==> src/rtl/rtp_to_sdi_depacketizer.sv <==
// RTP receive depacketizer: parses RTP and payload headers from the Ethernet word stream,
// buffers payload words and serializes 10-bit video / 16-bit audio samples toward sdi_tx.
module rtp_to_sdi_depacketizer #(
  parameter int FIFO_DEPTH  = 64,
  parameter int MAX_PAYLOAD = 256,
  parameter int RTP_PT      = 96
) (
  input  logic        clk,
  input  logic        rst_n,
  input  logic [31:0] eth_in,
  input  logic        eth_valid,
  output logic [9:0]  video_data,
  output logic        video_valid,
  input  logic        video_ready,
  output logic [15:0] audio_data,
  output logic        audio_valid,
  input  logic        audio_ready,
  output logic        v_sync,
  output logic        seq_err,
  output logic        hdr_err,
  output logic        overflow,
  output logic [15:0] pkt_count,
  output logic [15:0] drop_count
);
  localparam int AW = $clog2(FIFO_DEPTH);

  typedef enum logic [2:0] {S_HDR, S_TS, S_SSRC, S_PLHDR, S_PAYLOAD, S_DROP} state_t;
  typedef struct packed {
    logic        eof;
    logic        is_audio;
    logic [31:0] data;
  } entry_t;

  state_t      state, state_nxt;
  logic [15:0] rem_q, rem_nxt;
  logic        marker_q, marker_nxt, audio_q, audio_nxt;
  logic        seq_locked;
  logic [15:0] seq_exp;
  logic        hdr_err_nxt, seq_err_nxt, ovf_nxt, pkt_inc, drop_inc, seq_upd, fifo_wr;
  logic        hdr_ok, len_big;

  entry_t        mem [FIFO_DEPTH];
  entry_t        wr_entry;
  logic [AW:0]   wr_ptr, rd_ptr, fifo_cnt;
  logic [AW+1:0] occupancy;
  logic          fifo_empty, store_full, fifo_pop, slot_free;

  entry_t      cur;
  logic        cur_valid;
  logic [1:0]  idx;
  logic        last_sample, advance;

  assign hdr_ok  = (eth_in[31:30] == 2'b10) && (eth_in[22:16] == 7'(RTP_PT));
  assign len_big = eth_in[15:0] > 16'(MAX_PAYLOAD);

  // Storage is counted including the entry held by the serializer, so a stalled
  // sink backs up exactly FIFO_DEPTH payload words before overflow.
  assign fifo_cnt   = wr_ptr - rd_ptr;
  assign occupancy  = {1'b0, fifo_cnt} + {{(AW+1){1'b0}}, cur_valid};
  assign store_full = occupancy >= (AW+2)'(FIFO_DEPTH);
  assign fifo_empty = (wr_ptr == rd_ptr);
  assign wr_entry   = '{eof: marker_q && (rem_q == 16'd1), is_audio: audio_q, data: eth_in};

  // NOTE: every combinational output gets a default first so no path leaves it unassigned (no latch).
  always_comb begin
    state_nxt   = state;
    rem_nxt     = rem_q;
    marker_nxt  = marker_q;
    audio_nxt   = audio_q;
    hdr_err_nxt = 1'b0;
    seq_err_nxt = 1'b0;
    ovf_nxt     = 1'b0;
    pkt_inc     = 1'b0;
    drop_inc    = 1'b0;
    seq_upd     = 1'b0;
    fifo_wr     = 1'b0;
    if (eth_valid) begin
      case (state)
        S_HDR: begin
          if (!hdr_ok) begin
            hdr_err_nxt = 1'b1;
          end else begin
            seq_upd     = 1'b1;
            seq_err_nxt = seq_locked && (eth_in[15:0] != seq_exp);
            marker_nxt  = eth_in[23];
            state_nxt   = S_TS;
          end
        end
        S_TS:   state_nxt = S_SSRC;
        S_SSRC: state_nxt = S_PLHDR;
        S_PLHDR: begin
          rem_nxt   = eth_in[15:0];
          audio_nxt = eth_in[30];
          if (eth_in[31] || len_big) begin
            hdr_err_nxt = 1'b1;
            drop_inc    = 1'b1;
            state_nxt   = (!len_big && eth_in[15:0] != 16'd0) ? S_DROP : S_HDR;
          end else if (eth_in[15:0] == 16'd0) begin
            pkt_inc   = 1'b1;
            state_nxt = S_HDR;
          end else begin
            state_nxt = S_PAYLOAD;
          end
        end
        S_PAYLOAD: begin
          rem_nxt = rem_q - 16'd1;
          if (store_full && !slot_free) begin
            ovf_nxt   = 1'b1;
            drop_inc  = 1'b1;
            state_nxt = (rem_q == 16'd1) ? S_HDR : S_DROP;
          end else begin
            fifo_wr = 1'b1;
            if (rem_q == 16'd1) begin
              pkt_inc   = 1'b1;
              state_nxt = S_HDR;
            end
          end
        end
        S_DROP: begin
          rem_nxt = rem_q - 16'd1;
          if (rem_q == 16'd1) state_nxt = S_HDR;
        end
        default: state_nxt = S_HDR;
      endcase
    end
  end

  // NOTE: sequential state uses non-blocking assignments so every register samples pre-edge values.
  always_ff @(posedge clk or negedge rst_n) begin
    if (!rst_n) state <= S_HDR;
    else        state <= state_nxt;
  end

  always_ff @(posedge clk or negedge rst_n) begin
    if (!rst_n) begin
      rem_q      <= '0;
      marker_q   <= 1'b0;
      audio_q    <= 1'b0;
      seq_locked <= 1'b0;
      seq_exp    <= '0;
      hdr_err    <= 1'b0;
      seq_err    <= 1'b0;
      overflow   <= 1'b0;
      pkt_count  <= '0;
      drop_count <= '0;
    end else begin
      rem_q    <= rem_nxt;
      marker_q <= marker_nxt;
      audio_q  <= audio_nxt;
      hdr_err  <= hdr_err_nxt;
      seq_err  <= seq_err_nxt;
      overflow <= ovf_nxt;
      if (seq_upd) begin
        seq_locked <= 1'b1;
        seq_exp    <= eth_in[15:0] + 16'd1;
      end
      if (pkt_inc)  pkt_count  <= pkt_count + 16'd1;
      if (drop_inc) drop_count <= drop_count + 16'd1;
    end
  end

  // NOTE: the payload RAM has no reset; the pointers alone define which entries are live.
  always_ff @(posedge clk) begin
    if (fifo_wr) mem[wr_ptr[AW-1:0]] <= wr_entry;
  end

  // Serializer: the current entry is split into samples; the next entry loads as the last one leaves.
  assign last_sample = cur.is_audio ? (idx == 2'd1) : (idx == 2'd2);
  assign advance     = cur_valid && (cur.is_audio ? audio_ready : video_ready);
  assign slot_free   = advance && last_sample;
  assign fifo_pop    = !fifo_empty && (!cur_valid || slot_free);

  always_ff @(posedge clk or negedge rst_n) begin
    if (!rst_n) begin
      wr_ptr    <= '0;
      rd_ptr    <= '0;
      cur       <= '0;
      cur_valid <= 1'b0;
      idx       <= '0;
    end else begin
      if (fifo_wr) wr_ptr <= wr_ptr + 1'b1;
      if (fifo_pop) begin
        rd_ptr    <= rd_ptr + 1'b1;
        cur       <= mem[rd_ptr[AW-1:0]];
        cur_valid <= 1'b1;
        idx       <= '0;
      end else if (advance) begin
        if (last_sample) cur_valid <= 1'b0;
        else             idx       <= idx + 2'd1;
      end
    end
  end

  always_comb begin
    video_data = '0;
    audio_data = '0;
    if (cur_valid && !cur.is_audio) begin
      case (idx)
        2'd0:    video_data = cur.data[29:20];
        2'd1:    video_data = cur.data[19:10];
        default: video_data = cur.data[9:0];
      endcase
    end
    if (cur_valid && cur.is_audio)
      audio_data = (idx == 2'd0) ? cur.data[31:16] : cur.data[15:0];
  end

  assign video_valid = cur_valid && !cur.is_audio;
  assign audio_valid = cur_valid && cur.is_audio;
  assign v_sync      = cur_valid && cur.eof && last_sample;

endmodule

==> config.mk <==
export PLATFORM = sky130hd
export DESIGN_NAME = rtp_to_sdi_depacketizer
export DESIGN_NICKNAME = d
export VERILOG_FILES = /design/src/rtl/rtp_to_sdi_depacketizer.sv
export SDC_FILE = /design/constraint.sdc
export NUM_CORES = 2
export LEC_CHECK = 0
export BUFFER_PORTS_ARGS = -buffer_cell sky130_fd_sc_hd__buf_4
export CAP_MARGIN = 20
export CORE_MARGIN = 4
export CORE_UTILIZATION = 28
export CTS_CLUSTER_SIZE = 12
export DETAILED_ROUTE_END_ITERATION = 8
export MAX_ROUTING_LAYER = met4
export PLACE_DENSITY = 0.51
export REMOVE_ABC_BUFFERS = 1
export SLEW_MARGIN = 30
export SYNTH_ARGS = -nofsm -noshare
export SYNTH_HDL_FRONTEND = slang
export SYNTH_SLANG_ARGS = --single-unit
==> constraint.sdc <==
create_clock -name clk -period 7.96 [get_ports clk]
set_input_delay 0.398 -clock clk [delete_from_list [all_inputs] [get_ports clk]]
set_output_delay 0.398 -clock clk [all_outputs]
set_load 0.01 [all_outputs]
==> metrics <==
outcome finished, final reports clean; total power 33.3 mW; Top-Level Pins 101; CP Max Fanout 33; vias in the first global route 43,200; Util after Layout 33.0%; clock skew 0.0809 ns; highest clock rate 195 MHz; worst-margin pin slew 1.04 ns; pin count of the biggest net entering global routing 136; Slew HR 30.6%; Fin Setup TNS 0 ns; multiplexer share of the synthesized area 18.5%; VDD IR-drop max 0.244 mV; switch share 29.6%; largest family of logic cells by synthesized area multiplexers; RSZ-0062 raised after global routing false; Synth Flop Type edfxtp_1; commonest cells after routing, fill and taps aside edfxtp_1, mux4_2, clkbuf_16; delay-heaviest family, CP simple AND/OR/NAND/NOR gates; number of synthesized flops with an enable pin 2,176; Starting Density 28.1%; Hold WC Path Type input port to flop; Area Growth Syn to Fin 17.3%; post-synthesis adder-cell area fraction 0.288%; reg2reg end mem[58][0]; synthesized instance count 3,873; WL/cell 28.4 um; r2r worst-path depth 12; Placer Congestion 0.850; Finish-stage setup viols 0; Min Hold Slack 0.0764 ns; Layout Cells excl Fill 8,563; Tot GR Track Use 15.0%; Vias per Instance 4.94; Syn Std Cell Area 0.0895 mm2; Critical Path, Cell by Cell ha_1 > fa_1 > nand2b_1 > a21oi_1 > o22ai_1 > mux2i_1 > o22ai_1 > buf_4 > nand3b_1 > buf_8 > nor2_4 > buf_4; final wirelength 243,000 um; r2r startpoint rd_ptr[0]; CP max stage delay 0.74 ns; clock share of power 31.5%; Resized Gates After CTS 0; hold wc startpoint audio_ready; placed cells 8,118; setup bufs post-CTS 0; critical path arrival 5.64 ns; Worst Hold Path EP idx[0]; Flop pwr share 41.5%; clock latency on the worst-skew pair 0.90 ns; max-cap viol count 0; first-pass GRT wire length 346,000 um; Final ANT Viol Nets 0; synthesized flop and latch total 2,300; Slew Viols, Final 0; Final Cycle Share 64.3%; CP max stage cell dfrtp_4; Synth Area in Compound Gates 0.979%; Max Root-Sink Buffers 4; Int Power 23.4 mW; clk sinks 2,300; Nets 4,264; GRT overflow 0; PD cells 318 mW/mm2; Pre-antenna DRT Iters 7; share of post-route cells with drive strength above 1 31.7%; FP Rows 207; Seq/Total Area, Yosys 76.5%; NetSw 9.87 mW; via count 42,300; Iter 0 DRT Violations 4,625; Min-Delay Path Depth 6; post-synth cell types 63; simple-gate share of the synthesized area 1.82%; initial antenna violation count 25; total die area 0.329 mm2; CTS clock-pin slew for the worst setup and hold paths 0.06 ns; Ys Warns 0; clk root buf clkbuf_16; Die Ht 573 um; cts bufs inserted 243; # DRC 0; Fin. Hold Viols 0; asr flop ratio synth 5.39%; hpwl dp 148,000 um; Synth Area per Inst 23.1 um2; H-tree depth 4; fin crit period 5.12 ns; # port buffers 100; core box area 0.318 mm2; critical path required time 8.48 ns; r2r setup slk 2.84 ns; CP Capture Type flop; TritonCTS clock tree yes; Pleak 32.6 nW; Logic pwr share 27.0%; crit path kind flop to flop; chip width 573 um; commonest non-fill, non-tap cell in the layout edfxtp_1; Post-Synth XOR/XNOR Area 0.754%; hold_buf cts 19; CP Buf/Inv Count 3; startpoint types flop
==> state kept, by name, indices dropped and copies added, names as in the netlist <==
register    flops
rd_ptr          7
wr_ptr          7
cur_valid       1
seq_locked      1
rem_q          16
mem          2176
marker_q        1
idx             2
state           3
cur            34
pkt_count      16
seq_exp        16
audio_q         1
drop_count     16
hdr_err         1
seq_err         1
overflow        1
==> power groups by stage <==
stage               combinational, mW  clock [mW]  sequential (mW)
floorplan                        6.01           0             14.4
global placement                 9.16           0             14.1
detailed placement               9.16           0             14.1
CTS                              9.19        10.8             13.8
global route                     9.50        11.3             13.8
finish                           9.01        10.5             13.8
==> synth_stat cells, types with 11 or more instances <==
| cell type | number | area [um2] |
|---|---|---|
| xnor2_1 | 66 | 578 |
| nand2b_1 | 19 | 119 |
| edfxtp_1 | 2176 | 65300 |
| o21ai_1 | 12 | 60.1 |
| nand2_1 | 89 | 334 |
| mux2i_1 | 14 | 140 |
| and3_1 | 19 | 119 |
| nand4_1 | 17 | 106 |
| xor2_1 | 11 | 96.3 |
| mux2_2 | 35 | 394 |
| o21ai_0 | 29 | 145 |
| inv_1 | 21 | 78.8 |
| buf_1 | 25 | 93.8 |
| a21oi_1 | 55 | 275 |
| mux4_2 | 712 | 16000 |
| clkbuf_1 | 118 | 443 |
| buf_2 | 53 | 265 |
| nor2_1 | 108 | 405 |
| nand3_1 | 25 | 125 |
| ha_1 | 19 | 238 |
| dfrtp_1 | 124 | 3100 |
| nor3_1 | 11 | 55.1 |
==> worst reg2reg max path: cells and delay by family, from the launching register on <==
kind	cells	cell delay, ns
mux	1	0.24
buf+inv	3	0.97
simple gates	3	1.38
fa+ha+maj	2	0.78
flops	1	0.74
compound gates	3	0.71
==> metrics by stage <==
stage | cell area, um2 | setup WS (ns)
floorplan | 88600 | -17.52
global placement | 96000 | 2.36
detailed placement | 97400 | 2.90
CTS | 105000 | 2.91
global route | 105000 | 2.67
finish | 105000 | 2.84
==> final cells by class <==
cell class	instances	area [um2]
Inverter	24	98.8
Clock buffer	326	6480
Antenna cell	4	10.0
Multi-Input combinational cell	1344	20500
Timing Repair Buffer	294	3390
Tap cell	4180	5230
Clock inverter	91	691
Sequential cell	2300	68500
Fill cell	29700	213000
==> worst max path at each step <==
| stage | from | depth (start not counted) | slack (ns) | to |
|---|---|---|---|---|
| global placement | rd_ptr[0] | 11 | 2.36 | mem[16][28] |
| CTS | rd_ptr[1] | 12 | 2.91 | mem[58][11] |
| floorplan | rd_ptr[0] | 9 | -17.52 | mem[55][0] |
| global route | rd_ptr[0] | 12 | 2.67 | mem[58][0] |
| finish | rd_ptr[0] | 12 | 2.84 | mem[58][0] |
| detailed placement | rd_ptr[1] | 12 | 2.90 | mem[58][15] |
==> cell families after synthesis <==
family          after synthesis
buf+inv                     229
simple gates                339
flops                      2300
xor+xnor                     77
fa+ha+maj                    20
mux                         763
compound gates              145
==> layer usage <==
metal | global-route usage (%) | wire (um) | share of wire [%]
met5 | - | 0 | 0
met4 | 3.79 | 6380 | 2.6
met3 | 2.31 | 13900 | 5.7
met2 | 23.0 | 115000 | 47
met1 | 21.0 | 108000 | 44
Power figures use the tool's default switching activity.
